**config.mk**
```make
export PLATFORM = sky130hd
export DESIGN_NAME = ps2_code_history
export DESIGN_NICKNAME = d
export VERILOG_FILES = /design/src/rtl/ps2_code_history.sv
export SDC_FILE = /design/constraint.sdc
export NUM_CORES = 1
export LEC_CHECK = 0
export ABC_CLOCK_PERIOD_IN_PS = 2400
export CELL_PAD_IN_SITES_DETAIL_PLACEMENT = 0
export CELL_PAD_IN_SITES_GLOBAL_PLACEMENT = 2
export CORE_UTILIZATION = 32
export CTS_BUF_LIST = sky130_fd_sc_hd__clkbuf_4
export DETAILED_ROUTE_END_ITERATION = 12
export GPL_TIMING_DRIVEN = 0
export HOLD_SLACK_MARGIN = 0.03
export PLACE_DENSITY_LB_ADDON = 0.12
export REMOVE_ABC_BUFFERS = 1
export SYNTH_ARGS = -nofsm -noshare
export SYNTH_HDL_FRONTEND = slang
export SYNTH_SLANG_ARGS = --single-unit
export TNS_END_PERCENT = 1
```
**constraint.sdc**
```tcl
create_clock -name Clock_50 -period 2.4 [get_ports Clock_50]
set_clock_uncertainty 0.1 [all_clocks]
set_input_delay 0.48 -clock Clock_50 [delete_from_list [all_inputs] [get_ports Clock_50]]
set_output_delay 0.48 -clock Clock_50 [all_outputs]
set_load 0.03 [all_outputs]
```
**src/rtl/ps2_code_history.sv**
```systemverilog
// PS/2 scan-code history buffer.
// Captures make codes (and optionally break codes) into a DEPTH-byte shift
// history. A single-key tracker suppresses typematic repeats. Hold freezes
// the display and counts lost codes. Clear wipes the history and all stats.
module ps2_code_history #(
  parameter int DEPTH         = 3,
  parameter int CAPTURE_BREAK = 0,
  parameter int SUPPRESS_REP  = 1
) (
  input  logic                         Clock_50,
  input  logic                         Resetn,
  input  logic [7:0]                   PS2_code,
  input  logic                         PS2_code_ready,
  input  logic                         PS2_make_code,
  input  logic                         Hold,
  input  logic                         Clear,
  output logic [8*DEPTH-1:0]           History,
  output logic [$clog2(DEPTH+1)-1:0]   Valid_count,
  output logic                         New_code,
  output logic                         Key_down,
  output logic [15:0]                  Event_count,
  output logic [7:0]                   Repeat_count,
  output logic [7:0]                   Drop_count
);

  localparam int HW = 8*DEPTH;
  localparam int VW = $clog2(DEPTH+1);
  localparam logic [VW-1:0] VMAX = VW'(DEPTH);

  typedef enum logic {KEY_UP = 1'b0, KEY_DOWN = 1'b1} state_e;

  state_e          state_q, state_d;
  logic [7:0]      last_key_q, last_key_d;
  logic            ready_buf_q, ready_buf_d;
  logic [HW-1:0]   history_q, history_d, hist_shift;
  logic [VW-1:0]   valid_q, valid_d;
  logic            new_code_q, new_code_d;
  logic [15:0]     event_q, event_d;
  logic [7:0]      repeat_q, repeat_d;
  logic [7:0]      drop_q, drop_d;
  logic            evt, accept, suppress;

  // One event per rising edge of the ready level.
  assign ready_buf_d = PS2_code_ready;
  assign evt         = PS2_code_ready & ~ready_buf_q;

  // Newest byte enters at the bottom; a 1-byte history is simply replaced.
  generate
    if (DEPTH == 1) begin : g_shift1
      assign hist_shift = PS2_code;
    end else begin : g_shiftn
      assign hist_shift = {history_q[HW-9:0], PS2_code};
    end
  endgenerate

  // Tracker state register; ready_buf keeps updating even under Clear.
  always_ff @(posedge Clock_50 or negedge Resetn) begin
    if (!Resetn) begin
      state_q     <= KEY_UP;
      last_key_q  <= 8'h00;
      ready_buf_q <= 1'b0;
    end else begin
      state_q     <= state_d;
      last_key_q  <= last_key_d;
      ready_buf_q <= ready_buf_d;
    end
  end

  // Tracker next state and event classification (accept / suppress / ignore).
  always_comb begin
    state_d    = state_q;
    last_key_d = last_key_q;
    accept     = 1'b0;
    suppress   = 1'b0;
    if (Clear) begin
      state_d    = KEY_UP;
      last_key_d = 8'h00;
    end else if (evt) begin
      if (PS2_make_code) begin
        if (state_q == KEY_DOWN && PS2_code == last_key_q && SUPPRESS_REP != 0) begin
          suppress = 1'b1;
        end else begin
          state_d    = KEY_DOWN;
          last_key_d = PS2_code;
          accept     = 1'b1;
        end
      end else begin
        // Only the break of the tracked key releases it; any break may be stored.
        if (state_q == KEY_DOWN && PS2_code == last_key_q) state_d = KEY_UP;
        accept = (CAPTURE_BREAK != 0);
      end
    end
  end

  // Tracker outputs.
  always_comb begin
    Key_down = (state_q == KEY_DOWN);
  end

  // History and statistics update; Clear overrides everything else.
  always_comb begin
    history_d  = history_q;
    valid_d    = valid_q;
    new_code_d = 1'b0;
    event_d    = event_q;
    repeat_d   = repeat_q;
    drop_d     = drop_q;
    if (Clear) begin
      history_d = '0;
      valid_d   = '0;
      event_d   = '0;
      repeat_d  = '0;
      drop_d    = '0;
    end else begin
      if (suppress && repeat_q != 8'hFF) repeat_d = repeat_q + 8'd1;
      if (accept) begin
        if (Hold) begin
          if (drop_q != 8'hFF) drop_d = drop_q + 8'd1;
        end else begin
          history_d  = hist_shift;
          if (valid_q != VMAX) valid_d = valid_q + VW'(1);
          event_d    = event_q + 16'd1;
          new_code_d = 1'b1;
        end
      end
    end
  end

  // Datapath registers.
  always_ff @(posedge Clock_50 or negedge Resetn) begin
    if (!Resetn) begin
      history_q  <= '0;
      valid_q    <= '0;
      new_code_q <= 1'b0;
      event_q    <= '0;
      repeat_q   <= '0;
      drop_q     <= '0;
    end else begin
      history_q  <= history_d;
      valid_q    <= valid_d;
      new_code_q <= new_code_d;
      event_q    <= event_d;
      repeat_q   <= repeat_d;
      drop_q     <= drop_d;
    end
  end

  assign History      = history_q;
  assign Valid_count  = valid_q;
  assign New_code     = new_code_q;
  assign Event_count  = event_q;
  assign Repeat_count = repeat_q;
  assign Drop_count   = drop_q;

endmodule

```
### After elaboration in Yosys (flattened, before gate mapping)

Cells that the tools add are included.

* add/sub/neg operators: 4
* equal/unequal tests: 7
* multiplexer cells: 36
* bitwise logic cells: 2
* reduce and logical (&&, ||, !) cells: 15

Operators with widths (count)
* 8-bit 2-to-1 mux: 10
* 24-bit 2-to-1 mux: 3
* 16-bit 2-to-1 mux: 3
* 16-bit by 1-bit adder with 16-bit output (second input constant): 1
* 8-bit by 1-bit adder with 8-bit output (second input constant): 2
* 1-bit 2-to-1 mux: 16
* 8-bit != test (second input constant): 2
* 2-bit nonzero test: 7
* 3-bit AND reduction: 4
* 8-bit equality test: 1
* 2-bit 2-to-1 mux: 4
* 2-bit != test (second input constant): 2
* 3-bit != test (second input constant): 1
* 3-bit nonzero test: 1
* 2-bit by 1-bit adder with 2-bit output (second input constant): 1
* 1-bit logical AND: 2
* 2-bit by 1-bit != test with 1-bit output (second input constant): 1
* 2-bit AND reduction: 1
* 1-bit bitwise AND: 1
* 1-bit inverter: 1

* register bits after elaboration: 69

### Logic depth before layout (Yosys ltp)

* word-level depth: 9
* mapped depth: 8

### Worst setup path after synthesis

OpenSTA, ideal clock, no wires.

* path kind: register to register
* start point: register drop_q[0], in the netlist Drop_count[0]
* end point: register drop_q[7], in the netlist Drop_count[7]
* library setup time: 0.078 ns
* arrival: 1.906 ns
* setup slack: 0.316 ns
* cell stages (with the launch flop): 7
* period minus slack after synthesis: 2.084 ns
* cells stage by stage: dfrtp_1 > ha_1 > nand3_1 > o21ai_1 > or4_1 > or3_1 > a21oi_1

* word-level cells in the longest chain between the ends: 5
* elaborated cells between the ends (all ways): 8
* those cells by class: add/sub: 1; eq/ne: 1; mux: 4; reduce/logical: 2

Ends and longest elaborated chain
* start: declaration: RTL line 40 `logic [7:0] drop_q, drop_d;`
* start signal: assignment: RTL line 144 `drop_q <= drop_d;`
* 8-bit by 1-bit adder with 8-bit output: RTL line 118 `if (drop_q != 8'hFF) drop_d = drop_q + 8'd1;`
* 8-bit 2-to-1 mux: RTL line 118
* 8-bit 2-to-1 mux: RTL line 117 `if (Hold) begin`
* 8-bit 2-to-1 mux: RTL line 116 `if (accept) begin`
* 8-bit 2-to-1 mux: RTL line 108 `if (Clear) begin`

Several ways; a longest one is shown, not always the timed one. The select of a mux whose other input is x is not followed.
A chain may end at the register's enable or synchronous reset.

### Final worst setup path

* start point: input PS2_code[7]
* end point: register repeat_q[5], in the netlist Repeat_count[5]

* word-level cells in the longest chain between the ends: 8

Ends and longest elaborated chain
* start: declaration: RTL line 12 `input logic [7:0] PS2_code,`
* 8-bit equality test: RTL line 80 `if (state_q == KEY_DOWN && PS2_code == last_key_q && SUPPRESS_REP != 0) begin`
* 1-bit logical AND: RTL line 80
* 1-bit 2-to-1 mux: RTL line 80
* 1-bit 2-to-1 mux: RTL line 79 `if (PS2_make_code) begin`
* 1-bit 2-to-1 mux: RTL line 78 `end else if (evt) begin`
* 1-bit 2-to-1 mux: RTL line 75 `if (Clear) begin`
* 1-bit logical AND: RTL line 115 `if (suppress && repeat_q != 8'hFF) repeat_d = repeat_q + 8'd1;`
* 2-bit nonzero test (no source line)
* end signal: assignment: RTL line 143 `repeat_q <= repeat_d;`
* end: declaration: RTL line 39 `logic [7:0] repeat_q, repeat_d;`

Every way passes these cells.

==> impl_metrics.py <==
metrics = {
    "status": {
        "run_status": "completed",
    },
    "global_route": {
        "grt_overflow": 0,
        "grt_max_degree": 87,
        "grt_pass1_wl_mm": 15.2,
        "grt_use_total_pct": 17.0,
        "antenna_found_initial": 0,
        "grt_pass1_vias": 2864,
    },
    "timing": {
        "setup_ws_ns": 0.0237,
        "slew_violations": 0,
        "rsz0062_at_grt": "yes",
        "period_minus_slack_ns": 2.38,
        "tns_ns": 0,
        "hold_viol": 0,
        "setup_viol": 0,
        "fmax_ghz": 0.421,
        "timing.final.crit_share_pct": 99.0,
        "maxSlewHeadroom_pct": 44.2,
        "worst_slew_pin_slew_ns": 0.838,
    },
    "worst_setup_path": {
        "arrival_ns": 2.61,
        "cp_data_required_time_ns": 2.63,
        "critPathMaxFanout": 26,
        "worstRegToRegCells": 5,
        "critPathLaunchType": "input port",
        "crit_path_end_kind": "register",
        "r2r-start": "last_key_q[6]",
        "crit_start": "PS2_code[7]",
        "crit_type": "input port to register",
    },
    "final_layout": {
        "area_growth_pct": 31.7,
        "fillers": 1047,
        "drive_gt1_share_pct": 9.84,
        "final_cell_area_um2": 4620,
        "antenna_cells": 0,
        "final_nets": 450,
        "post-route-util_pct": 44.2,
    },
    "floorplan": {
        "core_um2": 10500,
        "die_area_um2": 11400,
        "ios": 74,
        "start_util_pct": 33.5,
        "row_count": 37,
        "fp.dieW_um": 107,
        "die_height_um": 107,
    },
    "clock_tree": {
        "cts-root-buf": "clkbuf_4",
        "cts_buffer_depth": 2,
        "numCtsBuffers": 9,
        "cts_tree": "built",
        "cts_htree_levels": 3,
        "clock_latency_ns": 0.43,
        "path_clk_slew_ns": 0.12,
        "numClockSinks": 69,
    },
    "synthesis": {
        "postSynthAreaPerCell_um2": 9.67,
        "synth_top_area_cell": "dfrtp_1",
        "ys_seq_area_share_pct": 49.2,
        "ys_top_cells_by_area": "dfrtp_1 49%, o21ai_0 4.8%, a21oi_1 4.4%",
        "synthSimpleGateAreaFrac_pct": 24.6,
        "synthXorXnorAreaFrac_pct": 2.00,
        "yosysWarnings": 0,
        "synth_mux_area_share_pct": 5.38,
        "yosysTopAreaCellShare_pct": 49.2,
        "synth_top_family_by_area": "simple AND/OR/NAND/NOR gates",
        "synthCells": 363,
        "yosys.area_share.adder_pct": 1.43,
        "synth_compound_area_share_pct": 13.9,
        "ys_types": 33,
        "ys_ff_latch": 69,
        "synth_area_um2": 3510,
    },
    "worst_hold_path": {
        "hold-path-cell-count": 3,
        "hp-start": "PS2_code[6]",
        "hold_class": "input port to register",
    },
    "placement": {
        "portBuffers": 73,
        "place_area_um2": 4360,
        "hpwlAfterDp_mm": 5.72,
        "pre_cts_slack_ns": -1.93,
        "gp_congestion": 0.713,
    },
    "drt": {
        "drc": 0,
        "via_per_inst": 5.19,
        "dr_total_vias": 2976,
        "wl_per_cell_um": 15.9,
        "dr.pass1.iters": 4,
        "drtIter0Drc": 140,
        "drtAntennaViolNets": 0,
        "routed_wl_mm": 9.12,
    },
    "power": {
        "vdd_ir_drop_max_mv": 0.228,
        "p_leak_nw": 1.79,
        "p_per_area_nw_per_um2": 463,
    },
    "run": {
        "cap_violations": 0,
    },
}
## Yosys cell counts
cell and number:
o21ai_1 1, ha_1 4, o21ai_0 34, a21oi_1 31
or4_1 19, nand2_1 24, mux2i_1 11, and3_1 2
and2_1 1, buf_2 7, nand2b_1 23, or2_2 1
nor3_1 4, buf_1 1, and4_1 2, nor2_2 1
nand3_1 13, nor4_1 1, nor2_1 12, or3_1 5
inv_1 4, nand3b_1 2, nand4_1 10, xnor2_1 8
and3b_1 1, a31oi_1 1, o41ai_1 1, nor2b_1 17
clkbuf_1 18, dfrtp_1 69, nand4b_1 9, o31ai_1 19
mux2_2 7
## registers in the layout (all words and copies together), names as in the netlist
register / cells
New_code: 1
History: 24
Repeat_count: 8
Valid_count: 2
ready_buf_q: 1
Event_count: 16
Key_down: 1
Drop_count: 8
last_key_q: 8
## where the power goes
part	total [mW]	internal, mW	leakage, nW	switching [mW]
Combinational	0.177	0.0660	0.757	0.111
Clock	0.778	0.321	0.0763	0.457
Sequential	1.18	1.17	0.958	0.0101
## metrics by stage
| step | cells | hold WS, ns | total power [mW] |
|---|---|---|---|
| finish | 573 | 0.267 | 2.14 |
| global route | 573 | 0.264 | 2.24 |
| CTS | 572 | 0.254 | 2.17 |
| detailed placement | 550 | 0.355 | 1.38 |
| global placement | 546 | 0.427 | 1.38 |
| floorplan | 337 | 0.0844 | 1.27 |
## logic make-up after synthesis
kind of cell,after synthesis
AOI/OAI and AO/OA,87
xor gates and xnor gates,8
adders and majority gates,4
buffers and inverters,30
DFF,69
muxes,18
and+or+nand+nor,147
## routing by layer
metal	vias up	global-route usage (%)	part of all wire, %
li1	1475	-	-
met1	1430	24.5	50
met2	63	25.6	45
met3	8	3.40	3.8
met4	0	5.28	0.86
met5	-	0	0
## critical path: stages
cell and delay [ns]:
clkdlybuf4s50_1 0.53, xnor2_1 0.14, nand4_1 0.19, or3_4 0.56, or4_4 0.55, a21oi_1 0.15
## layout make-up
cell class	count	area [um2]	area share [%]
clock buffers	9	67.6	1.46
clock inverters	7	73.8	1.60
inverters	4	18.8	0.406
multi-input cells	264	1700	36.8
flip-flops and latches	69	1730	37.4
well taps	136	170	3.68
repair buffers	83	858	18.6
repair inverters	1	7.51	0.162
## what timing repair did
action	4_1_cts	5_1_grt
cloned	1	0
setup buffers	4	1
pin swaps	10	1
endpoints found under the setup margin	56	44
hold buffers	1	0
resized for setup	13	6
endpoints found under the hold margin	31	0
## placed cells by master (no fill, tap or decap), types with 3 or more instances in the layout
cell type and instances:
buf_12 3, clkbuf_4 9, mux2i_1 11, xnor2_1 8, dfrtp_1 69, nor3_1 3, nor2b_1 17, nand2_1 24
nand3_1 13, nand4_1 10, o21ai_0 34, dlymetal6s2s_1 4, a21oi_1 31, nand4b_1 9, ha_1 4, mux2_2 7
inv_1 3, nand2b_1 23, dlygate4sd2_1 3, buf_4 6, o31ai_1 19, clkdlybuf4s50_1 64, nor2_1 11, clkinvlp_4 3
or3_1 3, or4_1 18
## path summary, 6_finish.rpt
check | endpoint | slack, ns
worst max register to register | Repeat_count[5] | 0.17
worst max-delay path | Repeat_count[5] | 0.02
max in group asynchronous | Valid_count[0] | 1.20
worst min-delay path | last_key_q[6] | 0.27
worst min register to register | last_key_q[6] | 0.45
min in group asynchronous | New_code | 0.41
Note: power is estimated with default switching activity, not from simulation.
